**config.mk**
```make
export PLATFORM = sky130hd
export DESIGN_NAME = rm_lane_scheduler_flat
export DESIGN_NICKNAME = d
export VERILOG_FILES = /design/src/rtl/rm_lane_scheduler_if.sv /design/src/rtl/rm_lane_scheduler.sv /design/src/flat_wrapper.sv
export SDC_FILE = /design/constraint.sdc
export NUM_CORES = 1
export LEC_CHECK = 0
export ABC_AREA = 1
export CAP_MARGIN = 20
export CELL_PAD_IN_SITES_DETAIL_PLACEMENT = 2
export CELL_PAD_IN_SITES_GLOBAL_PLACEMENT = 2
export CORE_MARGIN = 3
export CORE_UTILIZATION = 38
export DETAILED_ROUTE_END_ITERATION = 8
export DONT_BUFFER_PORTS = 1
export GPL_TIMING_DRIVEN = 0
export PLACE_DENSITY_LB_ADDON = 0.1
export SLEW_MARGIN = 5
export SYNTH_ARGS = -nofsm -noshare
export SYNTH_HDL_FRONTEND = slang
export SYNTH_SLANG_ARGS = --single-unit
```
**constraint.sdc**
```tcl
create_clock -name clk_i -period 6.6 [get_ports clk_i]
set_input_delay 1.32 -clock clk_i [delete_from_list [all_inputs] [get_ports clk_i]]
set_output_delay 1.32 -clock clk_i [all_outputs]
set_load 0.02 [all_outputs]
```
**src/rtl/rm_lane_scheduler_if.sv**
```systemverilog
// Request/grant bundle between a requester and the runtime-monitor lane scheduler.
// The requester drives the master side; the scheduler is the slave.
interface rm_lane_scheduler_if #(
    parameter int NUM_LANES         = 7,
    parameter int NUM_MONITORED_INS = 2,
    parameter int VLEN              = 64
);
    localparam int LW = (NUM_LANES > 1) ? $clog2(NUM_LANES) : 1;
    localparam int IW = (NUM_MONITORED_INS > 1) ? $clog2(NUM_MONITORED_INS) : 1;

    logic                 req_valid_i;
    logic [IW-1:0]        req_itype_i;
    logic [VLEN-1:0]      req_pc_i;
    logic                 req_ready_o;
    logic                 flush_i;
    logic [NUM_LANES-1:0] lane_release_i;
    logic                 grant_valid_o;
    logic [LW-1:0]        grant_lane_o;
    logic [IW-1:0]        grant_itype_o;
    logic [VLEN-1:0]      grant_pc_o;
    logic [NUM_LANES-1:0] lane_busy_o;
    logic [NUM_LANES-1:0] lane_timeout_o;

    modport master (
        output req_valid_i, req_itype_i, req_pc_i, flush_i, lane_release_i,
        input  req_ready_o, grant_valid_o, grant_lane_o, grant_itype_o,
               grant_pc_o, lane_busy_o, lane_timeout_o
    );

    modport slave (
        input  req_valid_i, req_itype_i, req_pc_i, flush_i, lane_release_i,
        output req_ready_o, grant_valid_o, grant_lane_o, grant_itype_o,
               grant_pc_o, lane_busy_o, lane_timeout_o
    );
endinterface

```
**src/rtl/rm_lane_scheduler.sv**
```systemverilog
// Round-robin allocator of runtime-monitor lanes to monitored instructions,
// with per-lane release, watchdog timeout and pipeline flush.
module rm_lane_scheduler #(
    parameter int NUM_LANES         = 7,
    parameter int NUM_MONITORED_INS = 2,
    parameter int TIMEOUT           = 255,
    parameter int VLEN              = 64
) (
    input  logic               clk_i,
    input  logic               rst_ni,
    rm_lane_scheduler_if.slave bus
);
    localparam int LW = (NUM_LANES > 1) ? $clog2(NUM_LANES) : 1;
    localparam int IW = (NUM_MONITORED_INS > 1) ? $clog2(NUM_MONITORED_INS) : 1;
    localparam logic [7:0] AGE_LAST = 8'(TIMEOUT - 1);
    localparam logic [7:0] AGE_MAX  = 8'(TIMEOUT);

    logic [NUM_LANES-1:0] busy_q, busy_d;
    logic [NUM_LANES-1:0] timeout_q, timeout_d;
    logic [7:0]           age_q [NUM_LANES];
    logic [7:0]           age_d [NUM_LANES];
    logic [LW-1:0]        rr_ptr_q, rr_ptr_d;
    logic                 grant_valid_q, grant_valid_d;
    logic [LW-1:0]        grant_lane_q, grant_lane_d;
    logic [IW-1:0]        grant_itype_q, grant_itype_d;
    logic [VLEN-1:0]      grant_pc_q, grant_pc_d;

    logic                 any_free_s;
    logic                 req_ready_s;
    logic                 accept_s;
    logic                 sel_found_s;
    logic [LW-1:0]        sel_lane_s;
    int                   idx_v;
    logic [LW-1:0]        idx_l;

    // Ready depends only on registered occupancy, so a lane freed this cycle is not yet offered.
    always_comb begin
        any_free_s  = ~(&busy_q);
        req_ready_s = any_free_s && !bus.flush_i && rst_ni;
        accept_s    = bus.req_valid_i && req_ready_s;
    end

    // Find the first free lane at or above rr_ptr, wrapping around.
    always_comb begin
        sel_found_s = 1'b0;
        sel_lane_s  = {LW{1'b0}};
        idx_v       = 0;
        idx_l       = {LW{1'b0}};
        for (int i = 0; i < NUM_LANES; i++) begin
            idx_v = int'(rr_ptr_q) + i;
            if (idx_v >= NUM_LANES) begin
                idx_v = idx_v - NUM_LANES;
            end else begin
                idx_v = idx_v;
            end
            idx_l = LW'(idx_v);
            if (!sel_found_s && !busy_q[idx_l]) begin
                sel_found_s = 1'b1;
                sel_lane_s  = idx_l;
            end else begin
                sel_found_s = sel_found_s;
            end
        end
    end

    // Per-lane occupancy and age: release beats timeout, flush beats everything.
    always_comb begin
        busy_d    = busy_q;
        timeout_d = {NUM_LANES{1'b0}};
        for (int i = 0; i < NUM_LANES; i++) begin
            age_d[i] = age_q[i];
            if (busy_q[i]) begin
                if (bus.lane_release_i[i]) begin
                    busy_d[i] = 1'b0;
                    age_d[i]  = 8'd0;
                end else if (age_q[i] == AGE_LAST) begin
                    busy_d[i]    = 1'b0;
                    age_d[i]     = 8'd0;
                    timeout_d[i] = 1'b1;
                end else if (age_q[i] < AGE_MAX) begin
                    age_d[i] = age_q[i] + 8'd1;
                end else begin
                    age_d[i] = age_q[i];
                end
            end else begin
                age_d[i] = 8'd0;
                if (accept_s && sel_found_s && (sel_lane_s == LW'(i))) begin
                    busy_d[i] = 1'b1;
                end else begin
                    busy_d[i] = 1'b0;
                end
            end
            if (bus.flush_i) begin
                busy_d[i]    = 1'b0;
                age_d[i]     = 8'd0;
                timeout_d[i] = 1'b0;
            end else begin
                busy_d[i] = busy_d[i];
            end
        end
    end

    // Grant capture and round-robin pointer advance.
    always_comb begin
        grant_valid_d = 1'b0;
        grant_lane_d  = grant_lane_q;
        grant_itype_d = grant_itype_q;
        grant_pc_d    = grant_pc_q;
        rr_ptr_d      = rr_ptr_q;
        if (accept_s && sel_found_s) begin
            grant_valid_d = 1'b1;
            grant_lane_d  = sel_lane_s;
            grant_itype_d = bus.req_itype_i;
            grant_pc_d    = bus.req_pc_i;
            if (sel_lane_s == LW'(NUM_LANES - 1)) begin
                rr_ptr_d = {LW{1'b0}};
            end else begin
                rr_ptr_d = sel_lane_s + LW'(1);
            end
        end else begin
            grant_valid_d = 1'b0;
        end
    end

    // State registers with synchronous active-low reset.
    always_ff @(posedge clk_i) begin
        if (!rst_ni) begin
            busy_q        <= {NUM_LANES{1'b0}};
            timeout_q     <= {NUM_LANES{1'b0}};
            rr_ptr_q      <= {LW{1'b0}};
            grant_valid_q <= 1'b0;
            grant_lane_q  <= {LW{1'b0}};
            grant_itype_q <= {IW{1'b0}};
            grant_pc_q    <= {VLEN{1'b0}};
            for (int i = 0; i < NUM_LANES; i++) begin
                age_q[i] <= 8'd0;
            end
        end else begin
            busy_q        <= busy_d;
            timeout_q     <= timeout_d;
            rr_ptr_q      <= rr_ptr_d;
            grant_valid_q <= grant_valid_d;
            grant_lane_q  <= grant_lane_d;
            grant_itype_q <= grant_itype_d;
            grant_pc_q    <= grant_pc_d;
            for (int i = 0; i < NUM_LANES; i++) begin
                age_q[i] <= age_d[i];
            end
        end
    end

    assign bus.req_ready_o    = req_ready_s;
    assign bus.grant_valid_o  = grant_valid_q;
    assign bus.grant_lane_o   = grant_lane_q;
    assign bus.grant_itype_o  = grant_itype_q;
    assign bus.grant_pc_o     = grant_pc_q;
    assign bus.lane_busy_o    = busy_q;
    assign bus.lane_timeout_o = timeout_q;
endmodule
```
**src/flat_wrapper.sv**
```systemverilog
// flat-port wrapper written by rule: the top's interface ports become plain ports
module rm_lane_scheduler_flat 
#(
    parameter int NUM_LANES         = 7,
    parameter int NUM_MONITORED_INS = 2,
    parameter int TIMEOUT           = 255,
    parameter int VLEN              = 64
)
  (clk_i, rst_ni, bus_req_valid_i, bus_req_itype_i, bus_req_pc_i, bus_flush_i, bus_lane_release_i, bus_req_ready_o, bus_grant_valid_o, bus_grant_lane_o, bus_grant_itype_o, bus_grant_pc_o, bus_lane_busy_o, bus_lane_timeout_o);
  rm_lane_scheduler_if #(.NUM_LANES(NUM_LANES), .NUM_MONITORED_INS(NUM_MONITORED_INS), .VLEN(VLEN)) bus_i ();
  input  logic clk_i;
  input  logic rst_ni;
  input wire logic [$bits(bus_i.req_valid_i)-1:0] bus_req_valid_i;
  input wire logic [$bits(bus_i.req_itype_i)-1:0] bus_req_itype_i;
  input wire logic [$bits(bus_i.req_pc_i)-1:0] bus_req_pc_i;
  input wire logic [$bits(bus_i.flush_i)-1:0] bus_flush_i;
  input wire logic [$bits(bus_i.lane_release_i)-1:0] bus_lane_release_i;
  output wire logic [$bits(bus_i.req_ready_o)-1:0] bus_req_ready_o;
  output wire logic [$bits(bus_i.grant_valid_o)-1:0] bus_grant_valid_o;
  output wire logic [$bits(bus_i.grant_lane_o)-1:0] bus_grant_lane_o;
  output wire logic [$bits(bus_i.grant_itype_o)-1:0] bus_grant_itype_o;
  output wire logic [$bits(bus_i.grant_pc_o)-1:0] bus_grant_pc_o;
  output wire logic [$bits(bus_i.lane_busy_o)-1:0] bus_lane_busy_o;
  output wire logic [$bits(bus_i.lane_timeout_o)-1:0] bus_lane_timeout_o;
  assign bus_i.req_valid_i = bus_req_valid_i;
  assign bus_i.req_itype_i = bus_req_itype_i;
  assign bus_i.req_pc_i = bus_req_pc_i;
  assign bus_i.flush_i = bus_flush_i;
  assign bus_i.lane_release_i = bus_lane_release_i;
  assign bus_req_ready_o = bus_i.req_ready_o;
  assign bus_grant_valid_o = bus_i.grant_valid_o;
  assign bus_grant_lane_o = bus_i.grant_lane_o;
  assign bus_grant_itype_o = bus_i.grant_itype_o;
  assign bus_grant_pc_o = bus_i.grant_pc_o;
  assign bus_lane_busy_o = bus_i.lane_busy_o;
  assign bus_lane_timeout_o = bus_i.lane_timeout_o;
  rm_lane_scheduler #(.NUM_LANES(NUM_LANES), .NUM_MONITORED_INS(NUM_MONITORED_INS), .TIMEOUT(TIMEOUT), .VLEN(VLEN)) u_core (.clk_i(clk_i), .rst_ni(rst_ni), .bus(bus_i));
endmodule
```
==> flow_summary.yaml, run 1 <==
run_status:
  status: "finished, final reports clean"
critical_path:
  worstSetupPathType: "flop to flop"
  cp-start-kind: "flop"
  worstPathMaxFanout: 10
  end_kind: "flop"
  r2r_setup_slack_ns: 2.88
  crit_arrival_ns: 4.04
  worstReg2RegStart: "u_core.rr_ptr_q[1]$_SDFFE_PN0P_"
  worstPathRequired_ns: 6.92
  cp-startpoint: "u_core.rr_ptr_q[1]$_SDFFE_PN0P_"
route:
  drt_pass1_iterations: 5
  drc_errors: 0
  routed_wl_um: 24500
  wire_per_inst_um: 18.7
  vias: 6896
  detail-route-antenna-nets: 0
  via_per_inst: 5.26
  first_iter_violations: 277
job:
  max_cap_violations: 0
synthesis:
  ys_warn_count: 0
  synth-seq-area-share_pct: 38.4
  synth_top_cell_area_share_pct: 38.4
  synth_cell_types: 42
  synthCells: 1019
  ys_ff_latch: 142
  synth_nets: 1123
  avgSynthCellArea_um2: 7.26
  yosys-top-cells-area: "dfxtp_1 38%, nand2_1 8.6%, nor2_1 8.0%"
  synth_top_cell_by_area: "dfxtp_1"
  netlist_area_um2: 7400
timing:
  setup_slack_ns: 2.88
  hold_viol: 0
  fin_tns_setup_ns: 0
  fin_crit_ns: 3.72
  post-route-period-util_pct: 56.3
  max_freq_mhz: 269
  setup_viol: 0
  finClkSkew_ns: 0.00981
  worstMarginPinSlew_ns: 0.689
  grt_setup_unrepaired: "false"
  slew_viol_final: 0
  slew_headroom_pct: 54.1
cells_and_area:
  layout.cells.most_common: "nand2_1"
  drive_gt1_share_pct: 14.0
  mostFrequentLayoutCells: "169 x nand2_1, 158 x nor2_1, 142 x dfxtp_1"
  area_growth_pct: 12.5
  antenna_cells: 0
  design_area_um2: 8330
  nets: 1142
clocking:
  clkSinkCount: 142
  cts_hold_buf: 0
  cts-htree-levels: 4
  path_clk_slew_ns: 0.07
  cts_buffers: 17
  cts_tree: "built"
  post_cts.repair.setup_buffers: 0
  ctsResizeCount: 0
  clock_latency_ns: 0.44
  root_buffer: "clkbuf_16"
  clockBufferDepth: 2
power_and_ir_drop:
  seq_power_share_pct: 42.6
  p_switching_mw: 0.659
  vdd_drop_max_mv: 0.198
  p_per_area_nw_per_um2: 263
  power.internal_mw: 1.53
  power.share.combinational_pct: 11.6
  power_leakage_nw: 3.40
  clkPwrFrac_pct: 45.8
  p_sw_share_pct: 30.1
floorplanning:
  die_w_um: 146
  dieArea_um2: 21200
  die_h_um: 146
  start_util_pct: 39.2
  fp.coreArea_um2: 18900
  io_pins: 160
  num_rows: 50
placement:
  place_area_um2: 7720
  place_hpwl_um: 17800
  port_buffers: 0
  gp_congestion: 0.792
  place_ws_ns: 2.92
min_path:
  min_from: "u_core.age_q[3][0]$_SDFFE_PP0N_"
  hp-class: "flop to flop"
global_route:
  grt_pass1_wl_um: 40300
  grt-ovfl-total: 0
  grt_pass1_vias: 7664
  antenna_found_initial: 0
  grt_usage_pct: 23.4
  grt_start_max_net_pins: 17
-- worst max-delay path, stage by stage (launching register included) --
cell	delay [ns]
dfxtp_1	0.53
inv_1	0.30
ha_1	0.30
inv_1	0.07
fa_1	0.48
o21ai_1	0.38
nand3_1	0.14
nand3_1	0.15
nand2_4	0.10
nor2_8	0.17
nand3_4	0.09
nor2_4	0.12
nand2_2	0.07
nand2_4	0.12
inv_2	0.09
buf_6	0.16
buf_6	0.16
nor2_2	0.10
nor2_1	0.06
-- layout make-up --
class                           count  area [µm²]
Multi-Input combinational cell    746        3980
Tap cell                          260         325
Clock buffer                       17         425
Buffer                             26         183
Clock inverter                     15         175
Fill cell                        2281       10600
Sequential cell                   142        2840
Inverter                          105         397
-- power by group through the flow --
| stage | clock (mW) | combinational (mW) | sequential [mW] |
|---|---|---|---|
| after CTS | 1.03 | 0.257 | 0.933 |
| after detailed placement | 0 | 0.250 | 0.952 |
| after global routing | 1.06 | 0.288 | 0.935 |
| after global placement | 0 | 0.240 | 0.951 |
| after floorplan | 0 | 0.191 | 0.943 |
| final | 1.00 | 0.254 | 0.932 |
-- routing by layer --
metal | share of wire, % | vias to the layer above | wire length (µm) | track usage, %
li1 | - | 3361 | - | -
met1 | 41 | 3388 | 9970 | 26.1
met2 | 53 | 115 | 12900 | 43.6
met3 | 4.5 | 32 | 1090 | 5.29
met4 | 2.2 | 0 | 546 | 8.02
met5 | 0 | - | 0 | 0
-- kinds of logic after synthesis --
kind of cell | share of synthesized area, %
and+or+nand+nor | 33.6
buffers and inverters | 7.83
AOI/OAI and AO/OA | 12.0
DFF | 38.4
xor gates and xnor gates | 3.31
adders and majority gates | 4.84
-- per-stage QoR --
step | hold slack, ns | std cells | power, mW | utilization, %
5_1_grt | 0.537 | 1311 | 2.28 | 44.1
2_1_floorplan | 0.459 | 1019 | 1.13 | -
4_1_cts | 0.515 | 1311 | 2.22 | 44.1
3_5_place_dp | 0.496 | 1279 | 1.20 | 40.9
6_report | 0.514 | 1311 | 2.19 | 44.1
3_3_place_gp | 0.480 | 1279 | 1.19 | 40.9
-- cell usage after synthesis --
cell	number
nand2_1	169
nor2_1	158
dfxtp_1	142
inv_1	86
nand3_1	83
o21ai_0	79
nor2_2	41
a21oi_1	34
ha_1	27
nand4_1	20
o21ai_1	19
xor2_1	17
inv_2	15
nand2_2	15
nor3_1	11
xnor2_1	11
buf_6	10
a211oi_1	9
clkbuf_1	8
nor4_1	8
a31oi_1	7
buf_2	7
nand2_4	5
o21ai_2	5
nand3_2	4
nor2_4	4
clkinv_1	3
o211ai_1	3
o21a_1	3
a311oi_1	2
nor3b_1	2
or2_2	2
clkbuf_2	1
fa_1	1
inv_4	1
nand3_4	1
nand3b_1	1
nand3b_2	1
nand3b_4	1
nand4_4	1
nor2_8	1
o22ai_1	1
-- sequential cells by signal, summed over array words and instances (netlist names) --
name and flops:
u_core.age_q 56, u_core.bus.grant_itype_o 1, u_core.bus.grant_lane_o 3, u_core.bus.grant_pc_o 64
u_core.bus.grant_valid_o 1, u_core.bus.lane_busy_o 7, u_core.bus.lane_timeout_o 7, u_core.rr_ptr_q 3
-- path summary, 6_finish.rpt --
| check | cells after the start | end |
|---|---|---|
| worst max-delay path | 18 | u_core.bus.grant_pc_o[13]$_SDFFE_PN0P_ |
| worst min-delay path | 1 | u_core.age_q[3][0]$_SDFFE_PP0N_ |
| worst min register to register | 1 | u_core.age_q[3][0]$_SDFFE_PP0N_ |
| worst max register to register | 18 | u_core.bus.grant_pc_o[13]$_SDFFE_PN0P_ |
(Power assumes the default switching activity.)
==> run 2, diff against run 1 <==
--- a/config.mk
+++ b/config.mk
@@ -10,7 +10,7 @@
 export CELL_PAD_IN_SITES_DETAIL_PLACEMENT = 2
 export CELL_PAD_IN_SITES_GLOBAL_PLACEMENT = 2
 export CORE_MARGIN = 3
-export CORE_UTILIZATION = 38
+export CORE_UTILIZATION = 35
 export DETAILED_ROUTE_END_ITERATION = 8
 export DONT_BUFFER_PORTS = 1
 export GPL_TIMING_DRIVEN = 0
==> constraint.sdc (replaced) <==
create_clock -name clk_i -period 3.65 [get_ports clk_i]
set_input_delay 0.73 -clock clk_i [delete_from_list [all_inputs] [get_ports clk_i]]
set_output_delay 0.73 -clock clk_i [all_outputs]
set_load 0.02 [all_outputs]
==> run 2 against run 1 <==
Net effect: global-route usage is 2.8 points lower; sequential share of layout area is 0.24 points lower; wire length is 4.8% lower; power is 80% higher; largest cell class unchanged; clock-buffer cell count stayed put; cell count is 0.99% higher; worst setup slack worse by 2.5 ns; cell area is 0.77% higher; critical endpoint is now u_core.bus.lane_busy_o[6]$_SDFF_PP0_; die area is 8.2% higher; first-iteration DRC count is 28% lower; sequential power is 81% higher; clock power is 80% higher.
==> flow_summary.yaml, run 2 (synthesis results as in run 1) <==
min_path:
  min_from: "bus_lane_release_i[5]"
  hp-class: "input pin to flop"
  min_to: "u_core.bus.lane_timeout_o[5]$_SDFF_PP0_"
  min_path_cells: 1
timing:
  post-route-period-util_pct: 90.8
  hold_viol: 0
  max_freq_mhz: 302
  hold-worst-slack_ns: 0.384
  slew_headroom_pct: 54.6
  fin_crit_ns: 3.31
  fin_tns_setup_ns: 0
  slew_viol_final: 0
  grt_setup_unrepaired: "false"
  setup_viol: 0
  worstMarginPinSlew_ns: 0.681
  finClkSkew_ns: 0.0196
global_route:
  grtUsageMet2_pct: 36.6
  use_met3_pct: 5.63
  antenna_found_initial: 1
  grt_start_max_net_pins: 17
  grt_usage_pct: 20.6
  grt_pass1_vias: 7257
  busiest_layer: "met2"
  grt_pass1_wl_um: 37400
  grtUsageMet1_pct: 24.5
  grt-ovfl-total: 0
cells_and_area:
  area_growth_pct: 13.4
  antenna_cells: 0
  mostFrequentLayoutCells: "168 x nand2_1, 158 x nor2_1, 141 x dfxtp_1"
  layout.cells.most_common: "nand2_1"
  largest_register_ffs: 64
  nets: 1145
  design_area_um2: 8390
  drive_gt1_share_pct: 14.7
critical_path:
  reg2regPathDepth: 16
  worstPathRequired_ns: 3.99
  worstPathMaxFanout: 8
  end_kind: "flop"
  worstReg2RegStart: "u_core.rr_ptr_q[1]$_SDFFE_PN0P_"
  crit_arrival_ns: 3.65
  cp-start-kind: "flop"
  cp-startpoint: "u_core.rr_ptr_q[1]$_SDFFE_PN0P_"
  worstSetupPathType: "flop to flop"
  r2r-end: "u_core.bus.lane_busy_o[6]$_SDFF_PP0_"
  r2r_setup_slack_ns: 0.34
floorplanning:
  io_pins: 160
  dieArea_um2: 22900
  die_h_um: 151
  start_util_pct: 36.1
  fp.coreArea_um2: 20500
  num_rows: 52
  die_w_um: 151
power_and_ir_drop:
  power_leakage_nw: 3.43
  p_per_area_nw_per_um2: 470
  vdd_drop_max_mv: 0.313
  total_power_mw: 3.94
placement:
  gp_congestion: 0.775
  port_buffers: 0
  place_area_um2: 7740
  place_hpwl_um: 17800
clocking:
  clockBufferDepth: 2
  cts_tree: "built"
  path_clk_slew_ns: 0.07
  clock_latency_ns: 0.43
  cts-htree-levels: 4
  cts_buffers: 17
  root_buffer: "clkbuf_16"
  clkSinkCount: 142
route:
  vias: 6867
  via_per_inst: 5.19
  drc_errors: 0
  drt_pass1_iterations: 4
  wire_per_inst_um: 17.6
  detail-route-antenna-nets: 0
  routed_wl_um: 23400
  first_iter_violations: 199
job:
  max_cap_violations: 0
run_status:
  status: "finished, final reports clean"
run 2: cell count changes in the layout (fill, tap and decap cells not counted), sizes merged:
cell  before  now
buf       17   20
run 2: worst max-delay path by stage:
| stage | endpoint | slack [ns] | cells past startpoint |
|---|---|---|---|
| 2_1_floorplan | u_core.bus.grant_itype_o$_SDFFE_PN0P_ | 0.78 | 18 |
| 3_3_place_gp | u_core.rr_ptr_q[1]$_SDFFE_PN0P_ | 0.03 | 19 |
| 3_5_place_dp | u_core.rr_ptr_q[1]$_SDFFE_PN0P_ | -0.02 | 19 |
| 4_1_cts | u_core.bus.grant_pc_o[11]$_SDFFE_PN0P_ | 0.04 | 17 |
| 5_1_grt | u_core.bus.grant_pc_o[11]$_SDFFE_PN0P_ | 0.02 | 24 |
| 6_report | u_core.bus.lane_busy_o[6]$_SDFF_PP0_ | 0.34 | 16 |
run 2: what timing repair did:
action,4_1_cts,5_1_grt
resized for setup,1,8
buffers inserted,0,3
endpoints found under the setup margin,9,78
hold buffers,0,0
run 2: per-stage QoR:
stage | setup slack, ns | std cells | utilization (%)
final | 0.338 | 1324 | 40.9
after global routing | 0.0157 | 1324 | 40.9
after CTS | 0.0370 | 1321 | 40.7
after detailed placement | -0.0205 | 1289 | 37.8
after global placement | 0.0310 | 1289 | 37.8
after floorplan | 0.779 | 1019 | -
run 2: metal layers:
layer  wire [µm]  part of all wire (%)
met2       12100                    52
met5          13                 0.056
met1        9900                    42
met3        1090                   4.6
met4         225                  0.96
run 2: layout make-up:
| class | instances | area (µm²) |
|---|---|---|
| multi-input combinational | 746 | 4000 |
| sequential | 142 | 2840 |
| timing repair buffer | 3 | 22.5 |
| fill | 2428 | 12100 |
| inverter | 105 | 403 |
| clock inverter | 15 | 175 |
| buffer | 26 | 183 |
| clock buffer | 17 | 425 |
| tap | 270 | 338 |
run 2: worst max-delay path, stage by stage, from the launching register on:
cell,delay (ns)
dfxtp_2,0.45
clkinvlp_4,0.21
ha_1,0.24
inv_1,0.08
fa_2,0.49
o21ai_4,0.21
nand3_1,0.10
nand3_1,0.14
nand2_4,0.10
nand3b_4,0.18
nor2_4,0.19
nand3_1,0.11
nand3_1,0.11
nand2_1,0.10
nand2_1,0.19
nand2_1,0.15
o21ai_1,0.16
run 2: where the power goes:
group | leakage [nW] | switching, mW | internal, mW
logic | 1.98 | 0.311 | 0.144
clock network | 0.291 | 0.767 | 1.03
registers | 1.15 | 0.0939 | 1.59
==> run 3, diff against run 2 <==
--- a/config.mk
+++ b/config.mk
@@ -19,3 +19,4 @@
 export SYNTH_ARGS = -nofsm -noshare
 export SYNTH_HDL_FRONTEND = slang
 export SYNTH_SLANG_ARGS = --single-unit
+export TNS_END_PERCENT = 20
==> results of run 3 <==
The final DEF is identical to that of run 2; final timing and power are the same.
